**src/rtl/demux_tdm_rx.sv**
```systemverilog
// rtl/demux_tdm_rx.sv - TDM receiver: de-interleaves framed serial slots into parallel channel registers
//
// Ports:
//   clk         rising-edge system clock
//   rst_n       asynchronous active-low reset
//   din         slot data from the serial line (W bits)
//   din_valid   din holds a valid slot this cycle
//   frame_sync  qualified by din_valid; marks the slot as slot 0
//   dout        last complete frame; slot k at dout[k*W +: W]
//   dout_valid  one-cycle pulse when dout is updated
//   slot_idx    index of the next slot to be captured
//   busy        a frame is partially received
//   frame_err   one-cycle pulse on orphan slot, premature sync or inter-slot timeout
//   frame_cnt   completed frame count, wraps at 255
module demux_tdm_rx #(
    parameter int N_CH    = 4,
    parameter int W       = 1,
    parameter int TIMEOUT = 16
) (
    input  logic                     clk,
    input  logic                     rst_n,
    input  logic [W-1:0]             din,
    input  logic                     din_valid,
    input  logic                     frame_sync,
    output logic [N_CH*W-1:0]        dout,
    output logic                     dout_valid,
    output logic [$clog2(N_CH)-1:0]  slot_idx,
    output logic                     busy,
    output logic                     frame_err,
    output logic [7:0]               frame_cnt
);

    localparam int IW = $clog2(N_CH);
    localparam int CW = (TIMEOUT > 0) ? $clog2(TIMEOUT + 1) : 1;
    localparam logic [IW-1:0] LAST_SLOT = IW'(N_CH - 1);
    localparam logic [CW-1:0] TO_VAL    = CW'(TIMEOUT);

    typedef enum logic {
        IDLE = 1'b0,
        RECV = 1'b1
    } state_t;

    state_t              state;
    logic [N_CH*W-1:0]   shadow;
    logic [CW-1:0]       idle_cnt;
    logic [N_CH*W-1:0]   frame_next;

    // Completed frame: everything captured so far plus the slot arriving now.
    always_comb begin
        frame_next = shadow;
        frame_next[(N_CH-1)*W +: W] = din;
    end

    always_ff @(posedge clk or negedge rst_n) begin
        if (!rst_n) begin
            state      <= IDLE;
            shadow     <= '0;
            idle_cnt   <= '0;
            dout       <= '0;
            dout_valid <= 1'b0;
            frame_err  <= 1'b0;
            slot_idx   <= '0;
            busy       <= 1'b0;
            frame_cnt  <= '0;
        end else begin
            dout_valid <= 1'b0;
            frame_err  <= 1'b0;
            case (state)
                IDLE: begin
                    if (din_valid) begin
                        if (frame_sync) begin
                            shadow        <= '0;
                            shadow[W-1:0] <= din;
                            slot_idx      <= IW'(1);
                            idle_cnt      <= '0;
                            busy          <= 1'b1;
                            state         <= RECV;
                        end else begin
                            // Slot with no frame to belong to: drop it.
                            frame_err <= 1'b1;
                        end
                    end
                end
                RECV: begin
                    if (din_valid) begin
                        idle_cnt <= '0;
                        if (frame_sync) begin
                            // Premature sync restarts the frame on this slot.
                            frame_err     <= 1'b1;
                            shadow        <= '0;
                            shadow[W-1:0] <= din;
                            slot_idx      <= IW'(1);
                        end else begin
                            for (int k = 0; k < N_CH; k++) begin
                                if (slot_idx == IW'(k)) begin
                                    shadow[k*W +: W] <= din;
                                end
                            end
                            if (slot_idx == LAST_SLOT) begin
                                dout       <= frame_next;
                                dout_valid <= 1'b1;
                                frame_cnt  <= frame_cnt + 8'd1;
                                slot_idx   <= '0;
                                busy       <= 1'b0;
                                state      <= IDLE;
                            end else begin
                                slot_idx <= slot_idx + IW'(1);
                            end
                        end
                    end else if (TIMEOUT != 0) begin
                        if (idle_cnt + CW'(1) == TO_VAL) begin
                            frame_err <= 1'b1;
                            shadow    <= '0;
                            idle_cnt  <= '0;
                            slot_idx  <= '0;
                            busy      <= 1'b0;
                            state     <= IDLE;
                        end else begin
                            idle_cnt <= idle_cnt + CW'(1);
                        end
                    end
                end
                default: begin
                    state <= IDLE;
                    busy  <= 1'b0;
                end
            endcase
        end
    end

endmodule

```
**config.mk**
```make
export PLATFORM = sky130hd
export DESIGN_NAME = demux_tdm_rx
export DESIGN_NICKNAME = d
export VERILOG_FILES = /design/src/rtl/demux_tdm_rx.sv
export SDC_FILE = /design/constraint.sdc
export NUM_CORES = 1
export LEC_CHECK = 0
export ABC_AREA = 1
export BUFFER_PORTS_ARGS = -buffer_cell sky130_fd_sc_hd__buf_2
export CAP_MARGIN = 0
export CELL_PAD_IN_SITES_DETAIL_PLACEMENT = 0
export CELL_PAD_IN_SITES_GLOBAL_PLACEMENT = 1
export CORE_AREA = 2 2 52 66
export DETAILED_ROUTE_END_ITERATION = 7
export DIE_AREA = 0 0 54 68
export PLACE_DENSITY = 0.78
export SETUP_SLACK_MARGIN = 0.1
export SLEW_MARGIN = 10
export SYNTH_ARGS = -nofsm -noshare
export SYNTH_HDL_FRONTEND = slang
export SYNTH_SLANG_ARGS = --single-unit
```
**constraint.sdc**
```tcl
create_clock -name clk -period 2.1 [get_ports clk]
set_input_delay 0.21 -clock clk [delete_from_list [all_inputs] [get_ports clk]]
set_output_delay 0.21 -clock clk [all_outputs]
set_load 0.05 [all_outputs]
```
# ---- After elaboration in Yosys (flattened, before gate mapping)
# Index checks and enable logic that the tools add are counted.
dict set report totals {
  elab_cells 80
  regBits 26
  input_bits 5
}
dict set report op_classes {
  muxes 44
  addsub 3
  reduce_logical 8
  eq_ne 12
  bitwise 2
}
# op count
set op_table {}
lappend op_table {{$mux 1} 23}
lappend op_table {{$mux 5} 4}
lappend op_table {{$reduce_and 4->1} 4}
lappend op_table {{$mux 3} 5}
lappend op_table {{$mux 2} 6}
lappend op_table {{$ne 4x3->1 const B} 3}
lappend op_table {{$pmux 5 s2} 1}
lappend op_table {{$add 8x1->8 const B} 1}
lappend op_table {{$ne 3x2->1 const B} 2}
lappend op_table {{$pmux 1 s2} 3}
lappend op_table {{$pmux 3 s2} 1}
lappend op_table {{$add 5x1->5 const B} 1}
lappend op_table {{$eq 5x5->1 const B} 1}
lappend op_table {{$reduce_and 5->1} 1}
lappend op_table {{$eq 2x2->1 const B} 2}
lappend op_table {{$ne 2x2->1 const B} 2}
lappend op_table {{$pmux 2 s2} 1}
lappend op_table {{$ne 3x3->1 const B} 1}
lappend op_table {{$reduce_and 3->1} 1}
lappend op_table {{$add 2x1->2 const B} 1}
lappend op_table {{$eq 2x1->1 const B} 1}
lappend op_table {{$logic_not 2->1} 1}
lappend op_table {{$not 1->1} 2}
lappend op_table {{$reduce_and 2->1} 1}

# ---- Depth between registers and ports, before layout
dict set report logic_depth {
  ltp_word 5
  depth_mapped 9
}

# ---- Least setup slack after synthesis
# No wires, ideal clock.
dict set report synth_path {
  kind {reg-to-reg}
  from {reg slot_idx[1]}
  to {reg frame_cnt[5]}
  arrival_time_ps 1449
  path_stages_with_launch 7
  path_buffers 1
  t_required_ps 1957
  setup_ps 143
  slack_ps 508
  path_cell_list {dfrtp_1 > ha_1 > nand2_2 > buf_6 > nor3_4 > nand2_1 > xnor2_1}
}
dict set report synth_between {
  elab_chain_cells 2
}
# item line_no
set synth_rtl {}
lappend synth_rtl {{from (decl)} 27} ;# output logic [$clog2(N_CH)-1:0] slot_idx,
lappend synth_rtl {{from (signal assigned)} 107} ;# slot_idx <= slot_idx + IW'(1);
lappend synth_rtl {{$eq 2x2->1} 99} ;# if (slot_idx == LAST_SLOT) begin
lappend synth_rtl {{$reduce_and 4->1 (no line)} --}
lappend synth_rtl {{to (signal assigned)} 102} ;# frame_cnt <= frame_cnt + 8'd1;
lappend synth_rtl {{to (decl)} 30} ;# output logic [7:0] frame_cnt
# No other way between the ends.
# A chain may end at the register's enable or synchronous reset.

# ---- Final worst setup path
dict set report layout_path {
  from {reg idle_cnt[0]}
  to {reg slot_idx[0]}
}
dict set report layout_between {
  elab_chain_cells 4
}
# item line_no
set layout_rtl {}
lappend layout_rtl {{from (decl)} 45} ;# logic [CW-1:0] idle_cnt;
lappend layout_rtl {{from (signal assigned)} 119} ;# idle_cnt <= idle_cnt + CW'(1);
lappend layout_rtl {{$add 5x1->5} 111} ;# if (idle_cnt + CW'(1) == TO_VAL) begin
lappend layout_rtl {{$eq 5x5->1} 111}
lappend layout_rtl {{$ne 3x2->1 (no line)} --}
lappend layout_rtl {{$reduce_and 3->1 (no line)} --}
# No other way between the ends.

==> results.txt <==
Status -> finished clean
Post-route setup slack -> 0.559 ns
CTS tree -> yes
Clk slew on worst S/H paths -> 0.09 ns
All-Layer GR Usage -> 15.7%
Final WL -> 2420 um
Total negative slack -> 0 ns
Die Width -> 54 um
Met3 WL -> 101 um
Syn_area_per_cell -> 8.69 um2
Pre-CTS WS -> 0.572 ns
Netlist cell types -> 22
RSZ-0062 raised after global routing -> false
Fill cell count -> 306
Final Cycle Share -> 73.4%
Leading cell type in the layout, fill and taps excluded -> nand2_1
CTS Root Cell -> clkbuf_8
Slew @ Worst Pin -> 0.576 ns
Combinational Power Share -> 36.1%
Largest family of logic cells by synthesized area -> simple AND/OR/NAND/NOR gates
Peak Freq -> 649 MHz
Die Area -> 3670 um2
Xor and xnor area share after synthesis -> 3.38%
GPL Wtd Cong -> 0.741
CP Launch Type -> register
Grt ovf -> 0
First-pass GRT wire length -> 4240 um
H-Tree Depth -> 1
Post-cts resize count -> 0
Post-route ant nets -> 0
Ys Warns -> 0
Tot Pwr -> 1530 uW
P per Cell Area -> 1020 nW/um2
Sw Share -> 41.9%
Met2 routed WL -> 1120 um
Crit path DAT -> 1.69 ns
Synth Area in Compound Gates -> 5.60%
Setup Crit Path Kind -> register to register
Cell accounting for the most synthesized area -> dfrtp_1
Power share of the sequential group -> 42.8%
# DRC -> 0
Simple-Gate Fraction of Synth Area -> 28.0%
Metal-1 WL -> 1150 um
CP Data Required Time -> 2.25 ns
# setup viols final -> 0
Largest fanout on the critical path -> 10
Post-Synth Adder-Cell Area -> 5.80%
Die Y -> 68 um
Nets -> 186
Hold_buf cts -> 1
Area contributors post-synth -> dfrtp_1, nand2_1, ha_1
Final Max Slew Viols -> 0
Critical R2R Capture -> slot_idx[0]$_DFFE_PN0P_
CTS Buf Count -> 3
WL/cell -> 11.4 um
Area delta synth->final -> 15.8%
P_int -> 888 uW
R2R cell count -> 9
Setup slack, reg-to-reg -> 0.56 ns
Share of cells above drive strength 1 -> 20.7%
Commonest non-fill, non-tap cells in the layout -> nand2_1, dfrtp_1, buf_2, inv_1, nand3_1
Worst flop-to-flop path startpoint -> idle_cnt[0]$_DFFE_PN0P_
Via count -> 1026
Post-synth top area share -> 50.2%
Syn Nets -> 160
Initial antenna violation count -> 0
Worst Skew -> 0.00582 ns
End of the worst hold path -> dout[3]$_DFFE_PN0P_
Pre-antenna DRT Iters -> 4
Initial core utilization -> 41.7%
Worst-skew pair later-pin latency -> 0.27 ns
Ant. Diodes -> 0
Post-synth EDFFs -> 0
Final min period -> 1.54 ns
Clock share of power -> 21.1%
HPWL after DPL -> 1820 um
CP endpoint kind -> register
Input/output buffers -> 21
Highest Signal Layer -> met4
Seq/Total Area, Yosys -> 50.2%
Vias per Instance -> 4.86
Post-synthesis instance area -> 1290 um2
Core Area -> 3110 um2
Async SR Flop Fraction -> 100%
Mux share of post-synthesis cell area -> 0%
Vias in the first global route -> 1007
Clock Tree Buf Depth -> 2
Net Switching -> 640 uW
Largest net degree at the start of global routing -> 27
Sinks on Clock Net -> 26
Worst slew margin -> 61.6%
Boundary Pins -> 22
Hold Startpoint -> din
Synthesized instance count -> 149
Leak -> 0.000824 uW
Number of synthesized register bits -> 26
Rows -> 23
Final hold vios -> 0
Post-CTS Setup Repair Bufs -> 0
Max Cap Viol -> 0
Primary FF master, synth -> dfrtp_1
Worst Hold Class -> primary input to register
Max rail drop VDD -> 731 uV
Hold Path Depth -> 3
DR iter-0 viols -> 31
-- logic make-up (layout without fill, tap and decap cells) --
| kind of cell | count (synthesis) | after routing |
|---|---|---|
| AND/OR/NAND/NOR | 77 | 77 |
| flip-flops | 26 | 26 |
| buffers and inverters | 22 | 47 |
| adder cells (fa/ha/maj) | 6 | 6 |
| AO/OA/AOI/OAI | 13 | 13 |
| XOR/XNOR | 5 | 5 |
-- stage by stage --
stage	hold WS, ns	cells	cell area (um2)	utilization (%)
after floorplan	-0.0856	149	1290	-
after global placement	0.234	206	1440	46.2
after detailed placement	0.249	206	1440	46.2
after CTS	0.258	211	1500	48.3
after global routing	0.269	211	1500	48.3
final	0.257	211	1500	48.3
-- registers in the layout, summed over array words and instances (netlist names) --
name / flops
state: 1
frame_err: 1
dout_valid: 1
frame_cnt: 8
shadow: 3
slot_idx: 2
dout: 4
idle_cnt: 5
busy: 1
-- critical path: stages, from the launching register on --
cell and delay (ns):
dfrtp_1 0.42, ha_1 0.27, nand3_1 0.10, nand2_1 0.05, nand2_1 0.08, nand3_1 0.09, nand2_2 0.16, nand2_1 0.10
nand2_1 0.06, o21ai_0 0.07
-- Yosys cell counts, types with 2 or more instances --
library cell  number
xor2_1             3
inv_1             20
nand3_1            9
a21oi_1            3
ha_1               6
or2_2              4
dfrtp_1           26
xnor2_1            2
nand2_2            3
nand2_1           44
nand4_1            7
nor2_1             6
o21ai_0            7
-- routing by layer --
layer | track usage [%] | vias up
met5 | 0 | -
met3 | 2.62 | 5
met1 | 19.7 | 474
met4 | 6.56 | 0
met2 | 26.2 | 24
li1 | - | 523
-- power groups by stage --
stage               logic [uW]  registers [uW]  clock network [uW]
finish                     552             654                 322
global route               613             669                 351
CTS                        559             657                 330
detailed placement         554             668                   0
global placement           556             663                   0
floorplan                  188             897                   0
-- worst max-delay path by stage --
stage                     slack, ns               startpoint  cells after the start                        to
after floorplan                0.51  slot_idx[1]$_DFFE_PN0P_                      6  frame_cnt[5]$_DFFE_PN0P_
after global placement         0.59  idle_cnt[0]$_DFFE_PN0P_                      9   slot_idx[0]$_DFFE_PN0P_
after detailed placement       0.57  idle_cnt[0]$_DFFE_PN0P_                      9   slot_idx[0]$_DFFE_PN0P_
after CTS                      0.55  idle_cnt[0]$_DFFE_PN0P_                      9   slot_idx[0]$_DFFE_PN0P_
after global routing           0.36  idle_cnt[0]$_DFFE_PN0P_                      9   slot_idx[0]$_DFFE_PN0P_
final                          0.56  idle_cnt[0]$_DFFE_PN0P_                      9   slot_idx[0]$_DFFE_PN0P_
-- cell type report --
| class | count | area [um2] | area share (%) |
|---|---|---|---|
| multi-input combinational | 101 | 554 | 36.9 |
| tap | 37 | 46.3 | 3.09 |
| timing repair buffer | 22 | 115 | 7.67 |
| clock buffer | 4 | 55.1 | 3.67 |
| inverter | 21 | 78.8 | 5.25 |
| sequential | 26 | 651 | 43.4 |
Power figures use the tool's default switching activity.
